--- src/rtl/ooo_master_reorder_if.sv ---
// Host-side request/response and out-of-order bus signals of the reorder bridge.
// The master modport is the bridge's view; slave is the view of the host plus the bus slave.
interface ooo_master_reorder_if #(
  parameter int TID_W = 2
);
  logic             host_req;
  logic             host_cmd;
  logic [31:0]      host_addr;
  logic [31:0]      host_wdata;
  logic             host_ack;
  logic             host_resp;
  logic [31:0]      host_rdata;
  logic             bus_req;
  logic             bus_cmd;
  logic [31:0]      bus_addr;
  logic [31:0]      bus_wdata;
  logic             bus_ack;
  logic [TID_W-1:0] bus_reqtid;
  logic             bus_resp;
  logic [TID_W-1:0] bus_resptid;
  logic [31:0]      bus_rdata;

  modport master (
    input  host_req, host_cmd, host_addr, host_wdata,
    output host_ack, host_resp, host_rdata,
    output bus_req, bus_cmd, bus_addr, bus_wdata,
    input  bus_ack, bus_reqtid, bus_resp, bus_resptid, bus_rdata
  );

  modport slave (
    output host_req, host_cmd, host_addr, host_wdata,
    input  host_ack, host_resp, host_rdata,
    input  bus_req, bus_cmd, bus_addr, bus_wdata,
    output bus_ack, bus_reqtid, bus_resp, bus_resptid, bus_rdata
  );
endinterface

--- src/rtl/ooo_master_reorder.sv ---
// In-order host to tid-tagged out-of-order bus bridge; a slot ROB returns read data in issue order.
// Latency: bus_resp in cycle N -> host_resp in N+2 (N+1 for a head response when OOO_MASTER_BYPASS_EN).
// Backpressure: reads stall (bus_req=0) while the ROB is full; writes always pass; drain has no host stall.
module ooo_master_reorder #(
  parameter int ROB_DEPTH = 4,
  parameter int TID_W     = 2
) (
  input  logic                         clk_i,
  input  logic                         rst_i,
  ooo_master_reorder_if.master         bus_if,
  output logic                         err_o,
  output logic [$clog2(ROB_DEPTH):0]   outstanding_o
);
  localparam int PW = $clog2(ROB_DEPTH);
  localparam int CW = PW + 1;

  // Slot storage: pending = waiting for the bus, filled = data ready to drain.
  logic [TID_W-1:0]     tid_q  [ROB_DEPTH];
  logic [31:0]          data_q [ROB_DEPTH];
  logic [ROB_DEPTH-1:0] pend_q, fill_q;
  logic [PW-1:0]        head_q, head_d, tail_q, tail_d;
  logic [CW-1:0]        cnt_q, cnt_d;
  logic                 err_q, err_d;
  logic                 resp_q, resp_d;
  logic [31:0]          rdata_q, rdata_d;

  logic                 rob_full, blk, alloc, rsp_hit, dup_err, drain, bypass, pop;
  logic [ROB_DEPTH-1:0] rsp_match, dup_match;

  // Fullness comes from the registered count, so a drain cannot unblock the same cycle.
  assign rob_full       = (cnt_q == CW'(ROB_DEPTH));
  assign blk            = !bus_if.host_cmd && rob_full;
  assign bus_if.bus_req   = bus_if.host_req && !blk;
  assign bus_if.bus_cmd   = bus_if.host_cmd;
  assign bus_if.bus_addr  = bus_if.host_addr;
  assign bus_if.bus_wdata = bus_if.host_wdata;
  assign bus_if.host_ack  = bus_if.bus_req && bus_if.bus_ack;
  assign alloc            = bus_if.host_ack && !bus_if.host_cmd;

  // Tid CAM over pre-edge pending slots for the response and for duplicate detection.
  always_comb begin
    rsp_match = '0;
    dup_match = '0;
    for (int i = 0; i < ROB_DEPTH; i++) begin
      rsp_match[i] = bus_if.bus_resp && pend_q[i] && (tid_q[i] == bus_if.bus_resptid);
      dup_match[i] = pend_q[i] && (tid_q[i] == bus_if.bus_reqtid);
    end
  end

  assign rsp_hit = |rsp_match;
  // A pending tid retired by this cycle's response may be legally reissued.
  assign dup_err = alloc && |(dup_match & ~rsp_match);
  assign drain   = fill_q[head_q];
`ifdef OOO_MASTER_BYPASS_EN
  // Head response goes straight to the host; head unfilled implies no drain this edge.
  assign bypass  = rsp_match[head_q] && !fill_q[head_q];
`else
  assign bypass  = 1'b0;
`endif
  assign pop     = drain || bypass;

  // Next-state for pointers, occupancy, error flag and host response registers.
  always_comb begin
    head_d  = head_q;
    tail_d  = tail_q;
    err_d   = err_q || (bus_if.bus_resp && !rsp_hit) || dup_err;
    resp_d  = 1'b0;
    rdata_d = rdata_q;
    if (drain) begin
      resp_d  = 1'b1;
      rdata_d = data_q[head_q];
    end else if (bypass) begin
      resp_d  = 1'b1;
      rdata_d = bus_if.bus_rdata;
    end
    if (pop)   head_d = head_q + PW'(1);
    if (alloc) tail_d = tail_q + PW'(1);
    cnt_d = cnt_q + {{PW{1'b0}}, alloc} - {{PW{1'b0}}, pop};
  end

  // Control registers.
  always_ff @(posedge clk_i or posedge rst_i) begin
    if (rst_i) begin
      head_q  <= '0;
      tail_q  <= '0;
      cnt_q   <= '0;
      err_q   <= 1'b0;
      resp_q  <= 1'b0;
      rdata_q <= '0;
    end else begin
      head_q  <= head_d;
      tail_q  <= tail_d;
      cnt_q   <= cnt_d;
      err_q   <= err_d;
      resp_q  <= resp_d;
      rdata_q <= rdata_d;
    end
  end

  // Slot updates: fill on response, free on drain/bypass, allocate at tail.
  always_ff @(posedge clk_i or posedge rst_i) begin
    if (rst_i) begin
      pend_q <= '0;
      fill_q <= '0;
      for (int i = 0; i < ROB_DEPTH; i++) begin
        tid_q[i]  <= '0;
        data_q[i] <= '0;
      end
    end else begin
      for (int i = 0; i < ROB_DEPTH; i++) begin
        if (rsp_match[i]) begin
          pend_q[i] <= 1'b0;
          data_q[i] <= bus_if.bus_rdata;
          if (!(bypass && (PW'(i) == head_q))) fill_q[i] <= 1'b1;
        end
        if (drain && (PW'(i) == head_q)) fill_q[i] <= 1'b0;
        if (alloc && (PW'(i) == tail_q)) begin
          pend_q[i] <= 1'b1;
          fill_q[i] <= 1'b0;
          tid_q[i]  <= bus_if.bus_reqtid;
        end
      end
    end
  end

  assign bus_if.host_resp  = resp_q;
  assign bus_if.host_rdata = rdata_q;
  assign err_o             = err_q;
  assign outstanding_o     = cnt_q;
endmodule

--- src/flat_wrapper.sv ---
// flat-port wrapper written by rule: the top's interface ports become plain ports
module ooo_master_reorder_flat 
#(
  parameter int ROB_DEPTH = 4,
  parameter int TID_W     = 2
)
  (clk_i, rst_i, err_o, outstanding_o, bus_if_host_req, bus_if_host_cmd, bus_if_host_addr, bus_if_host_wdata, bus_if_host_ack, bus_if_host_resp, bus_if_host_rdata, bus_if_bus_req, bus_if_bus_cmd, bus_if_bus_addr, bus_if_bus_wdata, bus_if_bus_ack, bus_if_bus_reqtid, bus_if_bus_resp, bus_if_bus_resptid, bus_if_bus_rdata);
  ooo_master_reorder_if #(.TID_W(TID_W)) bus_if_i ();
  input  logic clk_i;
  input  logic rst_i;
  output logic err_o;
  output logic [$clog2(ROB_DEPTH):0] outstanding_o;
  input wire logic [$bits(bus_if_i.host_req)-1:0] bus_if_host_req;
  input wire logic [$bits(bus_if_i.host_cmd)-1:0] bus_if_host_cmd;
  input wire logic [$bits(bus_if_i.host_addr)-1:0] bus_if_host_addr;
  input wire logic [$bits(bus_if_i.host_wdata)-1:0] bus_if_host_wdata;
  output wire logic [$bits(bus_if_i.host_ack)-1:0] bus_if_host_ack;
  output wire logic [$bits(bus_if_i.host_resp)-1:0] bus_if_host_resp;
  output wire logic [$bits(bus_if_i.host_rdata)-1:0] bus_if_host_rdata;
  output wire logic [$bits(bus_if_i.bus_req)-1:0] bus_if_bus_req;
  output wire logic [$bits(bus_if_i.bus_cmd)-1:0] bus_if_bus_cmd;
  output wire logic [$bits(bus_if_i.bus_addr)-1:0] bus_if_bus_addr;
  output wire logic [$bits(bus_if_i.bus_wdata)-1:0] bus_if_bus_wdata;
  input wire logic [$bits(bus_if_i.bus_ack)-1:0] bus_if_bus_ack;
  input wire logic [$bits(bus_if_i.bus_reqtid)-1:0] bus_if_bus_reqtid;
  input wire logic [$bits(bus_if_i.bus_resp)-1:0] bus_if_bus_resp;
  input wire logic [$bits(bus_if_i.bus_resptid)-1:0] bus_if_bus_resptid;
  input wire logic [$bits(bus_if_i.bus_rdata)-1:0] bus_if_bus_rdata;
  assign bus_if_i.host_req = bus_if_host_req;
  assign bus_if_i.host_cmd = bus_if_host_cmd;
  assign bus_if_i.host_addr = bus_if_host_addr;
  assign bus_if_i.host_wdata = bus_if_host_wdata;
  assign bus_if_host_ack = bus_if_i.host_ack;
  assign bus_if_host_resp = bus_if_i.host_resp;
  assign bus_if_host_rdata = bus_if_i.host_rdata;
  assign bus_if_bus_req = bus_if_i.bus_req;
  assign bus_if_bus_cmd = bus_if_i.bus_cmd;
  assign bus_if_bus_addr = bus_if_i.bus_addr;
  assign bus_if_bus_wdata = bus_if_i.bus_wdata;
  assign bus_if_i.bus_ack = bus_if_bus_ack;
  assign bus_if_i.bus_reqtid = bus_if_bus_reqtid;
  assign bus_if_i.bus_resp = bus_if_bus_resp;
  assign bus_if_i.bus_resptid = bus_if_bus_resptid;
  assign bus_if_i.bus_rdata = bus_if_bus_rdata;
  ooo_master_reorder #(.ROB_DEPTH(ROB_DEPTH), .TID_W(TID_W)) u_core (.clk_i(clk_i), .rst_i(rst_i), .bus_if(bus_if_i), .err_o(err_o), .outstanding_o(outstanding_o));
endmodule
--- config.mk ---
export PLATFORM = sky130hd
export DESIGN_NAME = ooo_master_reorder_flat
export DESIGN_NICKNAME = d
export VERILOG_FILES = /design/src/rtl/ooo_master_reorder_if.sv /design/src/rtl/ooo_master_reorder.sv /design/src/flat_wrapper.sv
export SDC_FILE = /design/constraint.sdc
export NUM_CORES = 1
export LEC_CHECK = 0
export ABC_CLOCK_PERIOD_IN_PS = 12840
export CAP_MARGIN = 20
export CELL_PAD_IN_SITES_DETAIL_PLACEMENT = 0
export CELL_PAD_IN_SITES_GLOBAL_PLACEMENT = 2
export CORE_ASPECT_RATIO = 0.5
export CORE_MARGIN = 4
export CORE_UTILIZATION = 37
export DETAILED_ROUTE_END_ITERATION = 16
export PLACE_DENSITY = 0.86
export SYNTH_ARGS = -nofsm -noshare
export SYNTH_HDL_FRONTEND = slang
export SYNTH_SLANG_ARGS = --single-unit
--- constraint.sdc ---
create_clock -name clk_i -period 12.84 [get_ports clk_i]
set_input_delay 1.284 -clock clk_i [delete_from_list [all_inputs] [get_ports clk_i]]
set_output_delay 1.284 -clock clk_i [all_outputs]
set_load 0.01 [all_outputs]
==> flow_summary.toml <==
[place]
placedCellCount = 872
gp_congestion = 0.714
port-buffer-count = 81
preCtsSetupSlack_ps = 8950
dp_hpwl_microns = 10700

[worst_setup_path]
slowest_stage = "clkdlybuf4s50_1"
crit_type = "input port to output pin"
crit_chain = "clkdlybuf4s50_1 -> o21a_1 -> and2_1 -> clkdlybuf4s50_1"
critPathLaunchType = "input port"
crit_fanout = 3
critPathMaxStageDelay_ps = 530
worst_ep_required_time_ps = 11560
cp_data_arrival_time_ps = 2600
worst_path_most_repeated_cell = "clkdlybuf4s50_1"
cp-end-kind = "output pin"
crit_buf_inv = 2
cp_top_family = "buffers and inverters"

[flow_run]
max_cap_viol_count = 0

[routing]
postRouteAntennaNets = 0
drc = 0
drtPass1Iterations = 4
vias = 4514
drtIter0Drc = 231
vias_per_cell = 5.00
avgRoutedWirePerCell_microns = 19.2
drt_wl_total_microns = 17300

[sta]
rsz0062_at_grt = "no"
fin_skew_ps = 7.06
tightest_slew_ps = 1060
fmax_mhz = 257
worst_slack_ps = 8950
fin_crit_ps = 3890
setup_tns_ps = 0
timing.final.crit_share_pct = 30.3
max_slew_margin_pct = 29.3
setup_violations = 0
slew_viol_final = 0
hold_viol = 0

[layout]
layout_common_cells = "183 x dfrtp_1, 151 x mux2_2, 81 x clkdlybuf4s50_1, 32 x mux4_2, 17 x clkbuf_16"
nNetsFinal = 701
drive_gt1_share_pct = 40.7
final_common_cell = "dfrtp_1"
area_delta_synth_final_pct = 12.2
layout.cells.non_filler = 902
antenna-diode-count = 0

[clock_network]
cts_htree_levels = 4
clk_latency_ps = 420
postCtsSetupBuffers = 0
cts_root_buf = "clkbuf_16"
clockBufferDepth = 2
cts_tree = "done"
cts_num_sinks = 185
cts_made_buffers = 17
clk_pin_slew_ps = 60
cts-resized-gates = 0
hold_buffers = 0

[synthesis]
yosysUniqueCellTypes = 32
synth_area_leaders = "dfrtp_1 53%, mux2_2 20%, mux4_2 8.3%, buf_4 6.2%, mux2_4 2.4%"
synth_area_sq_mm = 0.00871
ys_warn_count = 0
yosysSeqAreaShare_pct = 53.2
yosysTopAreaCell = "dfrtp_1"
syn_nets = 685
postSynth.asyncResetShare_pct = 100
yosys_register_bits = 185
synth_cells = 568
synth_edf_count = 0
synth_top_area_share_pct = 53.2
ys.flop_type = "dfrtp_1"
avgSynthCellArea_sq_um = 15.3

[global_route]
grt_pass1_wl_microns = 27600
grt-ovfl-total = 0
grtUsageTotal_pct = 13.6
grt_pass1_vias = 4973
grt_antenna_before_repair = 0
grt_max_degree = 78

[power]
leakagePower_nw = 4.07
vdd_drop_max_v = 0.000117
power.total_mw = 2.57
p_per_area_mw_per_mm2 = 263

[die]
coreArea_sq_mm = 0.0230
die_h_microns = 116
die_w_microns = 225
rows = 39
io-pin-count = 210
die_area_sq_mm = 0.0262
start_util_pct = 37.9

[status]
outcome = "finished, final reports clean"

[hold_path]
hp-class = "flip-flop to flip-flop"
[layout make-up]
type	instances	area [sq um]
clock buffer	27	503
clock inverter	3	15.0
fill	2037	13200
inverter	14	57.6
multi-input combinational	277	3310
sequential	185	4630
tap	307	384
timing repair buffer	89	871
[stage by stage]
stage,hold WS (ps),util [%],cell area [sq um]
detailed placement,488,40.2,9250
global route,518,42.5,9770
CTS,503,42.5,9770
global placement,469,40.2,9250
floorplan,453,-,8710
finish,495,42.5,9770
[state kept, by name, summed over array words and instances, names as in the netlist]
signal,flops
u_core.head_q,2
u_core.tid_q,8
u_core.fill_q,4
u_core.err_o,1
u_core.outstanding_o,3
u_core.tail_q,2
u_core.bus_if.host_resp,1
u_core.data_q,128
u_core.pend_q,4
u_core.bus_if.host_rdata,32
[cell usage after synthesis (5+ instances only)]
cell type    n
mux4_2      32
mux2_2     151
xor2_1       8
ha_1        10
dfrtp_1    185
o21ai_0     10
mux2_4      14
xnor2_1     11
buf_6       14
nand2_1      7
a21oi_1      5
buf_4       72
inv_1       14
[worst paths after layout]
check                                               endpoint  cells past startpoint  slack [ps]         startpoint
worst min register to register             u_core.data_q[19]                      1         500  u_core.data_q[19]
worst max-delay path                         bus_if_host_ack                      4        8950    bus_if_host_cmd
worst min-delay path                       u_core.data_q[19]                      1         500  u_core.data_q[19]
max in group asynchronous                  u_core.data_q[59]                      3       10200              rst_i
min in group asynchronous       u_core.bus_if.host_rdata[10]                      2        1300              rst_i
worst max register to register       u_core.outstanding_o[2]                     10       10000   u_core.head_q[1]
[power breakdown]
part | switching [mW] | leakage (nW) | internal (mW)
logic | 0.366 | 1.59 | 0.651
clock network | 0.207 | 0.257 | 0.266
registers | 0.193 | 2.23 | 0.883
[worst reg2reg max path, stage by stage (launching register included)]
cell and delay (ps):
dfrtp_2 1070, mux2i_1 270, nand2_1 90, a21boi_4 160, ha_1 270, inv_1 50, ha_1 120, inv_1 50
fa_1 370, xnor2_1 180, xnor2_1 130
[routing by layer]
| layer | track usage, % | vias up | wire, microns |
|---|---|---|---|
| met5 | 0 | - | 0 |
| met4 | 6.08 | 0 | 581 |
| met3 | 3.09 | 51 | 546 |
| met2 | 23.3 | 83 | 8680 |
| met1 | 16.8 | 2401 | 7470 |
| li1 | - | 1979 | - |
[logic make-up after synthesis]
logic type,Yosys count,synth area share [%]
flops,185,53.2
compound gates,21,1.47
fa+ha+maj,11,1.67
simple gates,23,1.93
mux,203,31.0
xor+xnor,19,1.91
buf+inv,106,8.89
No activity file was read; power rests on OpenSTA's default activity.
